<file path="src/rtl/snn_ctrl_pkg.sv">
`default_nettype none
// ----------------------------------------------------------------------------
// snn_ctrl_pkg - state encoding and shared defaults for snn_layer_controller
// Revision 1.0
// ----------------------------------------------------------------------------
package snn_ctrl_pkg;

  localparam logic [3:0] ST_INIT  = 4'd0;
  localparam logic [3:0] ST_IDLE  = 4'd1;
  localparam logic [3:0] ST_PULL  = 4'd2;
  localparam logic [3:0] ST_LATCH = 4'd3;
  localparam logic [3:0] ST_GAP   = 4'd4;
  localparam logic [3:0] ST_ISSUE = 4'd5;
  localparam logic [3:0] ST_TIDY  = 4'd6;
  localparam logic [3:0] ST_DUMP0 = 4'd7;
  localparam logic [3:0] ST_DUMP1 = 4'd8;
  localparam logic [3:0] ST_DONE  = 4'd9;

  typedef enum logic [3:0] {
    S_INIT  = ST_INIT,
    S_IDLE  = ST_IDLE,
    S_PULL  = ST_PULL,
    S_LATCH = ST_LATCH,
    S_GAP   = ST_GAP,
    S_ISSUE = ST_ISSUE,
    S_TIDY  = ST_TIDY,
    S_DUMP0 = ST_DUMP0,
    S_DUMP1 = ST_DUMP1,
    S_DONE  = ST_DONE
  } state_t;

  localparam int DEFAULT_INIT_VOL = 63;

endpackage
`default_nettype wire

</file>
<file path="src/rtl/snn_layer_controller_if.sv">
`default_nettype none
// ----------------------------------------------------------------------------
// snn_layer_controller_if - offset memory, CSR beat and voltage-control bundle
// Revision 1.0
// ----------------------------------------------------------------------------
interface snn_layer_controller_if #(
  parameter int NEURON_W = 6,
  parameter int OFFSET_W = 10,
  parameter int CSR_AW   = 14,
  parameter int VOL_W    = 16
);
  logic [NEURON_W-1:0] offset_addr;
  logic [OFFSET_W-1:0] offset_value;
  logic [CSR_AW-1:0]   csr_addr;
  logic                wna_valid;
  logic                wna_ready;
  logic                load_voltage;
  logic                export_voltage;
  logic                vol_mem_init;
  logic [VOL_W-1:0]    init_mem_vol;

  modport master (
    output offset_addr, csr_addr, wna_valid, load_voltage, export_voltage,
           vol_mem_init, init_mem_vol,
    input  offset_value, wna_ready
  );

  modport slave (
    input  offset_addr, csr_addr, wna_valid, load_voltage, export_voltage,
           vol_mem_init, init_mem_vol,
    output offset_value, wna_ready
  );
endinterface
`default_nettype wire

</file>
<file path="src/rtl/snn_ctrl_perf.sv">
`default_nettype none
// ----------------------------------------------------------------------------
// snn_ctrl_perf - saturating run-cycle / stall-cycle counter pair
// Revision 1.0
// ----------------------------------------------------------------------------
module snn_ctrl_perf (
  input  logic        clk,
  input  logic        rst_n,
  input  logic        clear,
  input  logic        cycle_en,
  input  logic        stall_en,
  output logic [31:0] cycles,
  output logic [31:0] stalls
);

  always_ff @(posedge clk or negedge rst_n) begin
    if (!rst_n) begin
      cycles <= '0;
      stalls <= '0;
    end else if (clear) begin
      cycles <= '0;
      stalls <= '0;
    end else begin
      if (cycle_en && (cycles != '1)) cycles <= cycles + 32'd1;
      if (stall_en && (stalls != '1)) stalls <= stalls + 32'd1;
    end
  end

endmodule
`default_nettype wire

</file>
<file path="src/rtl/snn_layer_controller.sv">
`default_nettype none
// ----------------------------------------------------------------------------
// snn_layer_controller - per-layer neuron/time-step sequencer for the SNN;
// SNN_CTRL_PERF_EN adds perf_cycles/perf_stalls counters. Revision 1.0
// ----------------------------------------------------------------------------
module snn_layer_controller
  import snn_ctrl_pkg::*;
#(
  parameter int NUM_NEURONS = 40,
  parameter int NUM_STEPS   = 4,
  parameter int OFFSET_W    = 10,
  parameter int CSR_AW      = 14,
  parameter int VOL_W       = 16,
  parameter int INIT_VOL    = DEFAULT_INIT_VOL,
  parameter int NEURON_W    = $clog2(NUM_NEURONS),
  parameter int STEP_W      = (NUM_STEPS > 1) ? $clog2(NUM_STEPS) : 1
) (
  input  logic                  clk,
  input  logic                  rst_n,
  input  logic                  start,
  snn_layer_controller_if.master bus,
  output logic                  busy,
  output logic [STEP_W-1:0]     time_step,
  output logic                  step_done
`ifdef SNN_CTRL_PERF_EN
  ,
  output logic [31:0]           perf_cycles,
  output logic [31:0]           perf_stalls
`endif
);

  localparam logic [NEURON_W-1:0] LAST_N   = NEURON_W'(NUM_NEURONS - 1);
  localparam logic [STEP_W-1:0]   LAST_T   = STEP_W'(NUM_STEPS - 1);
  localparam logic [VOL_W-1:0]    INIT_V   = VOL_W'(INIT_VOL);
  localparam logic [OFFSET_W-1:0] REM_LAST = OFFSET_W'(1);

  state_t              state, state_nxt;
  logic [NEURON_W-1:0] n;
  logic [STEP_W-1:0]   t;
  logic [OFFSET_W-1:0] rem;
  logic [CSR_AW-1:0]   csr;

  always_ff @(posedge clk or negedge rst_n) begin
    if (!rst_n) state <= S_INIT;
    else        state <= state_nxt;
  end

  always_ff @(posedge clk or negedge rst_n) begin
    if (!rst_n) begin
      n   <= '0;
      t   <= '0;
      rem <= '0;
      csr <= '0;
    end else begin
      case (state)
        S_INIT:  n <= (n == LAST_N) ? '0 : n + 1'b1;
        S_LATCH: rem <= bus.offset_value;
        S_ISSUE: begin
          if (bus.wna_ready) begin
            csr <= csr + 1'b1;
            rem <= rem - 1'b1;
          end
        end
        S_DUMP1: begin
          // CSR addressing restarts at each time step; it runs on across neurons.
          if (n == LAST_N) begin
            n   <= '0;
            csr <= '0;
            t   <= (t == LAST_T) ? '0 : t + 1'b1;
          end else begin
            n <= n + 1'b1;
          end
        end
        default: ;
      endcase
    end
  end

  always_comb begin
    state_nxt          = state;
    bus.offset_addr    = '0;
    bus.wna_valid      = 1'b0;
    bus.load_voltage   = 1'b0;
    bus.export_voltage = 1'b0;
    bus.vol_mem_init   = 1'b0;
    bus.init_mem_vol   = '0;
    step_done          = 1'b0;
    case (state)
      S_INIT: begin
        bus.vol_mem_init = 1'b1;
        bus.init_mem_vol = INIT_V;
        bus.offset_addr  = n;
        if (n == LAST_N) state_nxt = S_IDLE;
      end
      S_IDLE:  if (start) state_nxt = S_PULL;
      S_PULL: begin
        bus.offset_addr = n;
        state_nxt       = S_LATCH;
      end
      S_LATCH: begin
        bus.load_voltage = 1'b1;
        state_nxt = (bus.offset_value == '0) ? S_TIDY : S_GAP;
      end
      S_GAP:   state_nxt = S_ISSUE;
      S_ISSUE: begin
        bus.wna_valid = 1'b1;
        if (bus.wna_ready) state_nxt = (rem == REM_LAST) ? S_TIDY : S_GAP;
      end
      S_TIDY:  state_nxt = S_DUMP0;
      S_DUMP0: begin
        bus.export_voltage = 1'b1;
        state_nxt          = S_DUMP1;
      end
      S_DUMP1: begin
        bus.offset_addr = n;
        state_nxt = ((n == LAST_N) && (t == LAST_T)) ? S_DONE : S_PULL;
      end
      S_DONE: begin
        step_done = 1'b1;
        state_nxt = S_INIT;
      end
      default: state_nxt = S_INIT;
    endcase
  end

  assign bus.csr_addr = csr;
  assign busy         = (state != S_IDLE);
  assign time_step    = t;

`ifdef SNN_CTRL_PERF_EN
  logic perf_clear, perf_cycle_en, perf_stall_en;

  // Run cycles span PULL..DUMP1, so the total equals start-to-step_done latency.
  assign perf_clear    = (state == S_IDLE) && start;
  assign perf_cycle_en = (state != S_IDLE) && (state != S_INIT) && (state != S_DONE);
  assign perf_stall_en = (state == S_ISSUE) && !bus.wna_ready;

  snn_ctrl_perf u_perf (
    .clk      (clk),
    .rst_n    (rst_n),
    .clear    (perf_clear),
    .cycle_en (perf_cycle_en),
    .stall_en (perf_stall_en),
    .cycles   (perf_cycles),
    .stalls   (perf_stalls)
  );
`endif

endmodule
`default_nettype wire

</file>
<file path="src/flat_wrapper.sv">
// flat-port wrapper written by rule: the top's interface ports become plain ports
module snn_layer_controller_flat import snn_ctrl_pkg::*;
#(
  parameter int NUM_NEURONS = 40,
  parameter int NUM_STEPS   = 4,
  parameter int OFFSET_W    = 10,
  parameter int CSR_AW      = 14,
  parameter int VOL_W       = 16,
  parameter int INIT_VOL    = DEFAULT_INIT_VOL,
  parameter int NEURON_W    = $clog2(NUM_NEURONS),
  parameter int STEP_W      = (NUM_STEPS > 1) ? $clog2(NUM_STEPS) : 1
)
  (clk, rst_n, start, busy, time_step, step_done, bus_offset_addr, bus_csr_addr, bus_wna_valid, bus_load_voltage, bus_export_voltage, bus_vol_mem_init, bus_init_mem_vol, bus_offset_value, bus_wna_ready);
  snn_layer_controller_if #(.NEURON_W(NEURON_W), .OFFSET_W(OFFSET_W), .CSR_AW(CSR_AW), .VOL_W(VOL_W)) bus_i ();
  input  logic clk;
  input  logic rst_n;
  input  logic start;
  output logic busy;
  output logic [STEP_W-1:0] time_step;
  output logic step_done;
  output wire logic [$bits(bus_i.offset_addr)-1:0] bus_offset_addr;
  output wire logic [$bits(bus_i.csr_addr)-1:0] bus_csr_addr;
  output wire logic [$bits(bus_i.wna_valid)-1:0] bus_wna_valid;
  output wire logic [$bits(bus_i.load_voltage)-1:0] bus_load_voltage;
  output wire logic [$bits(bus_i.export_voltage)-1:0] bus_export_voltage;
  output wire logic [$bits(bus_i.vol_mem_init)-1:0] bus_vol_mem_init;
  output wire logic [$bits(bus_i.init_mem_vol)-1:0] bus_init_mem_vol;
  input wire logic [$bits(bus_i.offset_value)-1:0] bus_offset_value;
  input wire logic [$bits(bus_i.wna_ready)-1:0] bus_wna_ready;
  assign bus_offset_addr = bus_i.offset_addr;
  assign bus_csr_addr = bus_i.csr_addr;
  assign bus_wna_valid = bus_i.wna_valid;
  assign bus_load_voltage = bus_i.load_voltage;
  assign bus_export_voltage = bus_i.export_voltage;
  assign bus_vol_mem_init = bus_i.vol_mem_init;
  assign bus_init_mem_vol = bus_i.init_mem_vol;
  assign bus_i.offset_value = bus_offset_value;
  assign bus_i.wna_ready = bus_wna_ready;
  snn_layer_controller #(.NUM_NEURONS(NUM_NEURONS), .NUM_STEPS(NUM_STEPS), .OFFSET_W(OFFSET_W), .CSR_AW(CSR_AW), .VOL_W(VOL_W), .INIT_VOL(INIT_VOL), .NEURON_W(NEURON_W), .STEP_W(STEP_W)) u_core (.clk(clk), .rst_n(rst_n), .start(start), .bus(bus_i), .busy(busy), .time_step(time_step), .step_done(step_done));
endmodule
</file>
<file path="config.mk">
export PLATFORM = sky130hd
export DESIGN_NAME = snn_layer_controller_flat
export DESIGN_NICKNAME = d
export VERILOG_FILES = /design/src/rtl/snn_ctrl_pkg.sv /design/src/rtl/snn_layer_controller_if.sv /design/src/rtl/snn_ctrl_perf.sv /design/src/rtl/snn_layer_controller.sv /design/src/flat_wrapper.sv
export SDC_FILE = /design/constraint.sdc
export NUM_CORES = 1
export LEC_CHECK = 0
export CAP_MARGIN = 20
export CORE_UTILIZATION = 49
export CTS_BUF_LIST = sky130_fd_sc_hd__clkbuf_4 sky130_fd_sc_hd__clkbuf_8 sky130_fd_sc_hd__clkbuf_16
export DETAILED_ROUTE_END_ITERATION = 10
export PLACE_DENSITY = 0.91
export SETUP_SLACK_MARGIN = 0.15
export SYNTH_ARGS = -nofsm -noshare
export SYNTH_HDL_FRONTEND = slang
export SYNTH_SLANG_ARGS = --single-unit
</file>
<file path="constraint.sdc">
create_clock -name clk -period 2.4 [get_ports clk]
set_input_delay 0.36 -clock clk [delete_from_list [all_inputs] [get_ports clk]]
set_output_delay 0.36 -clock clk [all_outputs]
set_load 0.02 [all_outputs]
</file>
== Yosys cells after proc, flatten, opt, wreduce, memory -nomap -nowiden ==
Index checks and enable logic that the tools add are counted.
Word-level totals
  input bits: 14
  register bits: 36
Cells by class
  reductions and logical operators: 11
  add/sub/neg operators: 4
  multiplexer cells: 21
  equality and inequality tests: 17
Operator list (count)
  4-bit one-hot mux with 9 select lines: 1
  14-bit two-way mux: 2
  14-bit one-hot mux with 2 select lines: 1
  10-bit one-hot mux with 2 select lines: 1
  6-bit two-way mux: 3
  4-bit by 3-bit equality test with 1-bit output, second input constant: 4
  4-bit two-way mux: 4
  14-bit by 1-bit adder with 14-bit output, second input constant: 1
  10-bit by 1-bit equality test with 1-bit output, second input constant: 1
  10-bit logical NOT: 1
  10-bit two-way mux: 1
  10-bit by 1-bit subtractor with 10-bit output, second input constant: 1
  4-bit by 2-bit equality test with 1-bit output, second input constant: 2
  4-bit equality test, second input constant: 2
  6-bit by 1-bit adder with 6-bit output, second input constant: 1
  6-bit equality test, second input constant: 1
  2-bit two-way mux: 3
  3-bit AND reduction: 2
  1-bit two-way mux: 5
  4-bit by 1-bit equality test with 1-bit output, second input constant: 1
  4-bit logical NOT: 1
  2-bit by 1-bit != test with 1-bit output, second input constant: 2
  2-bit != test, second input constant: 2
  4-bit by 1-bit != test with 1-bit output, second input constant: 1
  7 further kinds: 9

== Depth between registers and ports, before layout ==
Gate-level depths: netlist (run 1).
  word-level depth: 4
  depth in mapped cells: 8
  mapped depth without buffers: 6

== Least setup slack after synthesis (run 1) ==
Ideal clock, no wire load.
  path type: reg2out
  start: reg u_core.state[1]
  end: out bus_init_mem_vol[0]
  stages on the path, launching flop included: 5
  required time: 2.040 ns
  arrival time: 1.689 ns
  path slack: 0.351 ns
  cells stage by stage: dfrtp_1 > or3_1 > clkbuf_1 > nor2_1 > buf_4
On the way
  longest elaborated chain between the ends: 2
Ends and longest elaborated chain
  start: declaration: line snn_layer_controller.sv:37  | state_t state, state_nxt;
  start signal: assignment: line snn_layer_controller.sv:45  | else state <= state_nxt;
  4-bit logical NOT: line snn_layer_controller.sv:88  | case (state)
  6-bit two-way mux: line snn_layer_controller.sv:88
  end: declaration: line flat_wrapper.sv:27  | output wire logic [$bits(bus_i.init_mem_vol)-1:0] bus_init_mem_vol;
Every way passes these cells.

== Worst setup path after layout (run 1) ==
  start: reg u_core.state[3]
  end: out bus_wna_valid
On the way
  longest elaborated chain between the ends: 2
Ends and longest elaborated chain
  4-bit by 3-bit equality test with 1-bit output: line snn_layer_controller.sv:88
  1-bit two-way mux: line snn_layer_controller.sv:88
  end: declaration: line flat_wrapper.sv:23  | output wire logic [$bits(bus_i.wna_valid)-1:0] bus_wna_valid;
Every way passes these cells.

==> results_dict.tcl, run 1 <==
set metrics [dict create \
    cp.required_ps 2040 \
    initial_core_util 0.5194 \
    postRouteAntennaNets 0 \
    instances_no_fill 351 \
    end_kind "primary output" \
    tns_ps 0 \
    io_buffers 47 \
    crit_path_cell_trace "buf_4 -> nand4bb_1 -> buf_4 -> clkinv_4 -> dlygate4sd2_1" \
    ys.warnings.count 0 \
    seq_area_frac_synth 0.3902 \
    p_comb_frac 0.460 \
    grt_max_degree 37 \
    detailed_place_hpwl_um 3797 \
    rows 24 \
    post-route-period-util 0.8815 \
    first_pass_iters 8 \
    grt_usage 0.2303 \
    period_needed_ps 2116 \
    outcome "finished, violations left" \
    maxSlewViolCount 0 \
    max_cap_viol_count 0 \
    cp_slowest_cell "dfrtp_1" \
    ys_seq_elements 36 \
    drive_gt1_frac 0.1171 \
    power_leakage_nw 1.422 \
    diodes 0 \
    rsz0062_at_grt "no" \
    worst_pin_slew_ps 514.6 \
    cp_num_cells 5 \
    drt-wirelength-per-cell_um 14.99 \
    yosys.cell_count.top_type "dfrtp_1" \
    routabilityCongestion 0.8097 \
    total_power_w 0.003323 \
    slew_headroom 0.6569 \
    ys_types 51 \
    grtUsageMet1 0.2798 \
    area_growth_pct 27.70 \
    cts_buffer_depth 2 \
    netlist_area_um2 2308 \
    critPathKind "register to primary output" \
    clkTransAtPathRegs_ps 70 \
    ir_drop_mv 0.6388 \
    synth_top_area_frac 0.3902 \
    die_area_um2 4989 \
    synth_common_cells "36 x dfrtp_1, 21 x nor2_1, 19 x buf_4, 19 x nand2_1, 14 x a21oi_1" \
    grt_pass1_wl_um 9004 \
    ys_top_cells_by_area "dfrtp_1 39%, buf_4 6.2%, nor2_1 3.4%" \
    reg2regPathDepth 6 \
    antenna_found_initial 0 \
    grt_overflow_total 0 \
    start_kind "register" \
    clk_latency_ps 300 \
    clockRootBuffer "clkbuf_8" \
    cp_top_family "buffers and inverters" \
    synth_cells 252 \
    core_um2 4444 \
    cts_tree "yes" \
    grt_use_met3 0.05698 \
    power_frac_seq 0.316 \
    ys_async_sr_fraction 1.000 \
    synth_edf_count 0 \
    initialDrtViolationCount 125 \
    sw_frac_of_total 0.4011 \
    fmax_mhz 472.7 \
    die_w_um 70.64 \
    placed_cells 342 \
    crit_path_max_fanout 16 \
    p_clk_frac 0.225 \
    reg2reg_setup_slack_ps 360 \
    max_stage_delay_ps 400 \
    grt_pass1_vias 2004 \
    num_vias 2049 \
    hold_viol_final 0 \
    drc_errors 10 \
    grt-busiest-layer "met2" \
    failed_checks "design-rule violations" \
    cts_sinks 36 \
    viasPerCell 5.838 \
    netSwitchingPower_w 0.001333 \
    io_pins 58 \
    setup_viol 0 \
    cts_made_buffers 5 \
    skew_ps 7.407 \
    p_per_area_nw_per_um2 1127 \
    path_buf_inv 4 \
    routed_wl_um 5262 \
    layout.nets 317 \
    avgSynthCellArea_um2 9.161 \
    use_met2 0.3959 \
    crit_arrival_ps 1760 \
    intPower_w 0.001990 \
    cts_max_level 2 \
    synth_top_cell_by_area "dfrtp_1" \
    hold_path.class "input port to asynchronous set/reset pin" \
    die_h_um 70.64 \
    cp_common_cell "buf_4" \
    synth-main-ff-cell "dfrtp_1" \
]
==> layer usage <==
| layer | vias to the layer above | wire length [um] |
|---|---|---|
| met4 | 0 | 103 |
| met1 | 983 | 2273 |
| met2 | 77 | 2563 |
| met5 | - | 0 |
| met3 | 11 | 321 |
| li1 | 978 | - |
==> path summary, 6_finish.rpt <==
kind / from / to
setup / recovery: u_core.state[3] / bus_wna_valid
hold / removal: rst_n / u_core.rem[2]
setup reg to reg: u_core.rem[0] / u_core.rem[8]
hold reg to reg: u_core.bus.csr_addr[13] / u_core.bus.csr_addr[13]
max in group asynchronous: rst_n / u_core.state[0]
min in group clk: u_core.bus.csr_addr[13] / u_core.bus.csr_addr[13]
==> cell families (layout without fill, tap and decap cells) <==
kind of cell,after synthesis,in the layout,share of synthesized area
compound gates,47,47,0.1301
xor+xnor,11,11,0.04173
fa+ha+maj,5,5,0.02710
buf+inv,33,71,0.09865
flops,36,36,0.3902
mux,7,7,0.03252
other cells,1,10,0.001624
simple gates,112,112,0.2781
==> flip-flops by register name (all words and copies together), names as in the netlist <==
name,count
u_core.state,4
u_core.bus.csr_addr,14
u_core.n,6
u_core.rem,10
u_core.time_step,2
==> timing repair <==
item | in CTS | in global routing
setup buffers | 0 | 1
cloned | 0 | 0
hold buffers | 0 | 0
pin swaps | 0 | 1
resized for setup | 10 | 11
endpoints found under the setup margin | 15 | 9
==> cell usage in the layout, fill, tap and decap left out, drive strengths merged, types with 5 or more instances in the layout <==
cell type      count
conb              10
dlygate4sd2        8
xor2               6
a21oi             14
nand4             13
nor2              21
dlymetal6s2s       9
xnor2              5
nand2             19
ha                 5
buf               12
and3               6
dfrtp             36
nand3              8
nor3              10
clkbuf             5
and2               8
clkdlybuf4s50     30
o21ai             13
nor4               7
==> layout make-up <==
class	instances	area, um2
well taps	52	65.06
multi-input cells	192	1229
clock inverters	3	90.09
inverters	4	20.02
clock buffers	5	68.82
flip-flops and latches	36	902.1
repair buffers	59	573.1
fillers	354	1496
==> power by group through the flow <==
stage,clock (W),combinational [W],sequential (W)
6_report,0.000746,0.00153,0.00105
5_1_grt,0.000783,0.00167,0.00108
4_1_cts,0.000755,0.00152,0.00103
3_5_place_dp,0,0.00156,0.00103
3_3_place_gp,0,0.00150,0.00102
2_1_floorplan,0,0.00111,0.00101
==> worst register-to-register path, delay by kind of cell, from the launching register on <==
family / cells / cell delay (ps)
simple gates: 3 / 980
flops: 1 / 460
fa+ha+maj: 1 / 190
compound gates: 1 / 150
buf+inv: 1 / 120
==> stage by stage <==
stage,instance area (um2),worst slack (ps),hold slack (ps),utilization
after floorplan,2342,351.0,64.41,-
after global placement,2753,271.8,468.6,0.6194
after detailed placement,2753,217.6,490.7,0.6194
after CTS,2909,18.63,504.4,0.6546
after global routing,2948,174.2,544.4,0.6633
final,2948,284.4,482.1,0.6633
Power figures use the tool's default switching activity.
==> run 2, diff against run 1 <==
- CORE_MARGIN: not set -> 5
- CORE_UTILIZATION: 49 -> 34
- PLACE_DENSITY: 0.91 -> 0.7
==> results_dict.tcl, run 2 (synthesized netlist as in run 1, its figures left out) <==
set metrics [dict create \
    crit_arrival_ps 1710 \
    grt_overflow_total 0 \
    max_cap_viol_count 0 \
    ir_drop_mv 0.6979 \
    met3_length_um 325 \
    antenna_found_initial 0 \
    maxSlewViolCount 0 \
    clockRootBuffer "clkbuf_8" \
    p_comb_frac 0.452 \
    fmax_mhz 482.1 \
    num_vias 1965 \
    tns_ps 0 \
    die_area_um2 8538 \
    grt_pass1_vias 1882 \
    outcome "finished clean" \
    skew_ps 11.52 \
    final_common_cell "dfrtp_1" \
    total_power_w 0.003273 \
    intPower_w 0.001954 \
    power_leakage_nw 1.322 \
    hold_viol_final 0 \
    drt-wirelength-per-cell_um 14.12 \
    grt_pass1_wl_um 9073 \
    clk_latency_ps 290 \
    cts_setup_buffers 0 \
    clkTransAtPathRegs_ps 80 \
    slew_headroom 0.6657 \
    fin_util 0.4376 \
    drive_gt1_frac 0.1137 \
    worst_pin_slew_ps 501.4 \
    power_frac_seq 0.316 \
    drc_errors 0 \
    core_um2 6719 \
    hold_path.class "input port to asynchronous set/reset pin" \
    rsz0062_at_grt "no" \
    fin_hold_ws_ps 490.5 \
    cts_sinks 36 \
    cp.required_ps 2040 \
    viasPerCell 5.185 \
    largest_reg_flops 14 \
    setup_ws_ps 325.6 \
    crit_path_max_fanout 9 \
    cts_tree "yes" \
    initialDrtViolationCount 44 \
    pre_cts_slack_ps 203.0 \
    cts_buffer_depth 2 \
    critPathKind "register to primary output" \
    postRouteAntennaNets 0 \
    topRoutingLayerUsed "met4" \
    cts_max_level 2 \
    grt_max_degree 37 \
    grt_usage 0.1292 \
    layout.nets 317 \
    die_w_um 92.40 \
    period_needed_ps 2074 \
    m1WireLength_um 2586 \
    area_growth_pct 27.37 \
    io_pins 58 \
    initial_core_util 0.3436 \
    setup_viol 0 \
    routed_wl_um 5350 \
    end_kind "primary output" \
    sw_frac_of_total 0.4029 \
    p_per_area_nw_per_um2 1113 \
    die_h_um 92.40 \
    post-route-period-util 0.8643 \
    cts_made_buffers 5 \
    first_pass_iters 4 \
    io_buffers 47 \
    netSwitchingPower_w 0.001319 \
    holdBufCountCts 0 \
    rows 30 \
    detailed_place_hpwl_um 3906 \
    diodes 0 \
    p_clk_frac 0.232 \
    start_kind "register" \
    route.met2.wl_um 2408 \
    layout_common_cells "35 x dfrtp_1, 30 x clkdlybuf4s50_1, 20 x nor2_1" \
    routabilityCongestion 0.8432 \
    nFillCells 681 \
]
[run 2: final cells by class]
cell class	count	area [um2]	share of cell area
Clock inverter	3	90.09	0.03064
Sequential cell	36	902.1	0.3068
Clock buffer	5	68.82	0.02340
Tap cell	80	100.1	0.03404
Multi-Input combinational cell	192	1216	0.4136
Inverter	4	20.02	0.006809
Timing Repair Buffer	59	543.0	0.1847
[run 2: final timing paths]
| path | startpoint | endpoint | slack (ps) | depth (start not counted) |
|---|---|---|---|---|
| max | u_core.state[0] | bus_init_mem_vol[2] | 330 | 3 |
| min | rst_n | u_core.rem[2] | 490 | 2 |
| max reg2reg | u_core.state[0] | u_core.time_step[1] | 400 | 4 |
| min reg2reg | u_core.bus.csr_addr[13] | u_core.bus.csr_addr[13] | 510 | 1 |
| max in group asynchronous | rst_n | u_core.state[3] | 1540 | 2 |
| min in group clk | u_core.bus.csr_addr[13] | u_core.bus.csr_addr[13] | 510 | 1 |
[run 2: what timing repair did]
| item | CTS | global route |
|---|---|---|
| setup endpoints to repair | 16 | 1 |
| gates cloned | 0 | 0 |
| resized for setup | 18 | 1 |
| pin swaps | 0 | 0 |
[run 2: power groups by stage]
stage / Clock [W] / Sequential [W] / Combinational (W)
2_1_floorplan: 0 / 0.00101 / 0.00111
3_3_place_gp: 0 / 0.00103 / 0.00153
3_5_place_dp: 0 / 0.00104 / 0.00157
4_1_cts: 0.000772 / 0.00103 / 0.00149
5_1_grt: 0.000812 / 0.00107 / 0.00163
6_report: 0.000758 / 0.00103 / 0.00148
[run 2: critical path, cell delays in order, from the launching register on]
cell,delay (ps)
dfrtp_1,470
or3_1,410
nor2_2,180
dlygate4sd2_1,370
[run 2: stage by stage]
stage                     cell area [um2]  instances
after CTS                            2938        379
final                                2940        379
after global routing                 2940        379
after detailed placement             2795        371
after global placement               2795        371
after floorplan                      2342        261
[run 2: layer usage]
metal	vias to the layer above	global-route usage
met1	923	0.1822
met2	60	0.2018
met4	0	0.02228
li1	977	-
met5	-	0
met3	5	0.03331
==> run 3, diff against run 2 <==
- CAP_MARGIN: 20 -> not set
==> results of run 3 <==
Same layout as run 2: the final DEF is identical, and so are final timing and power.
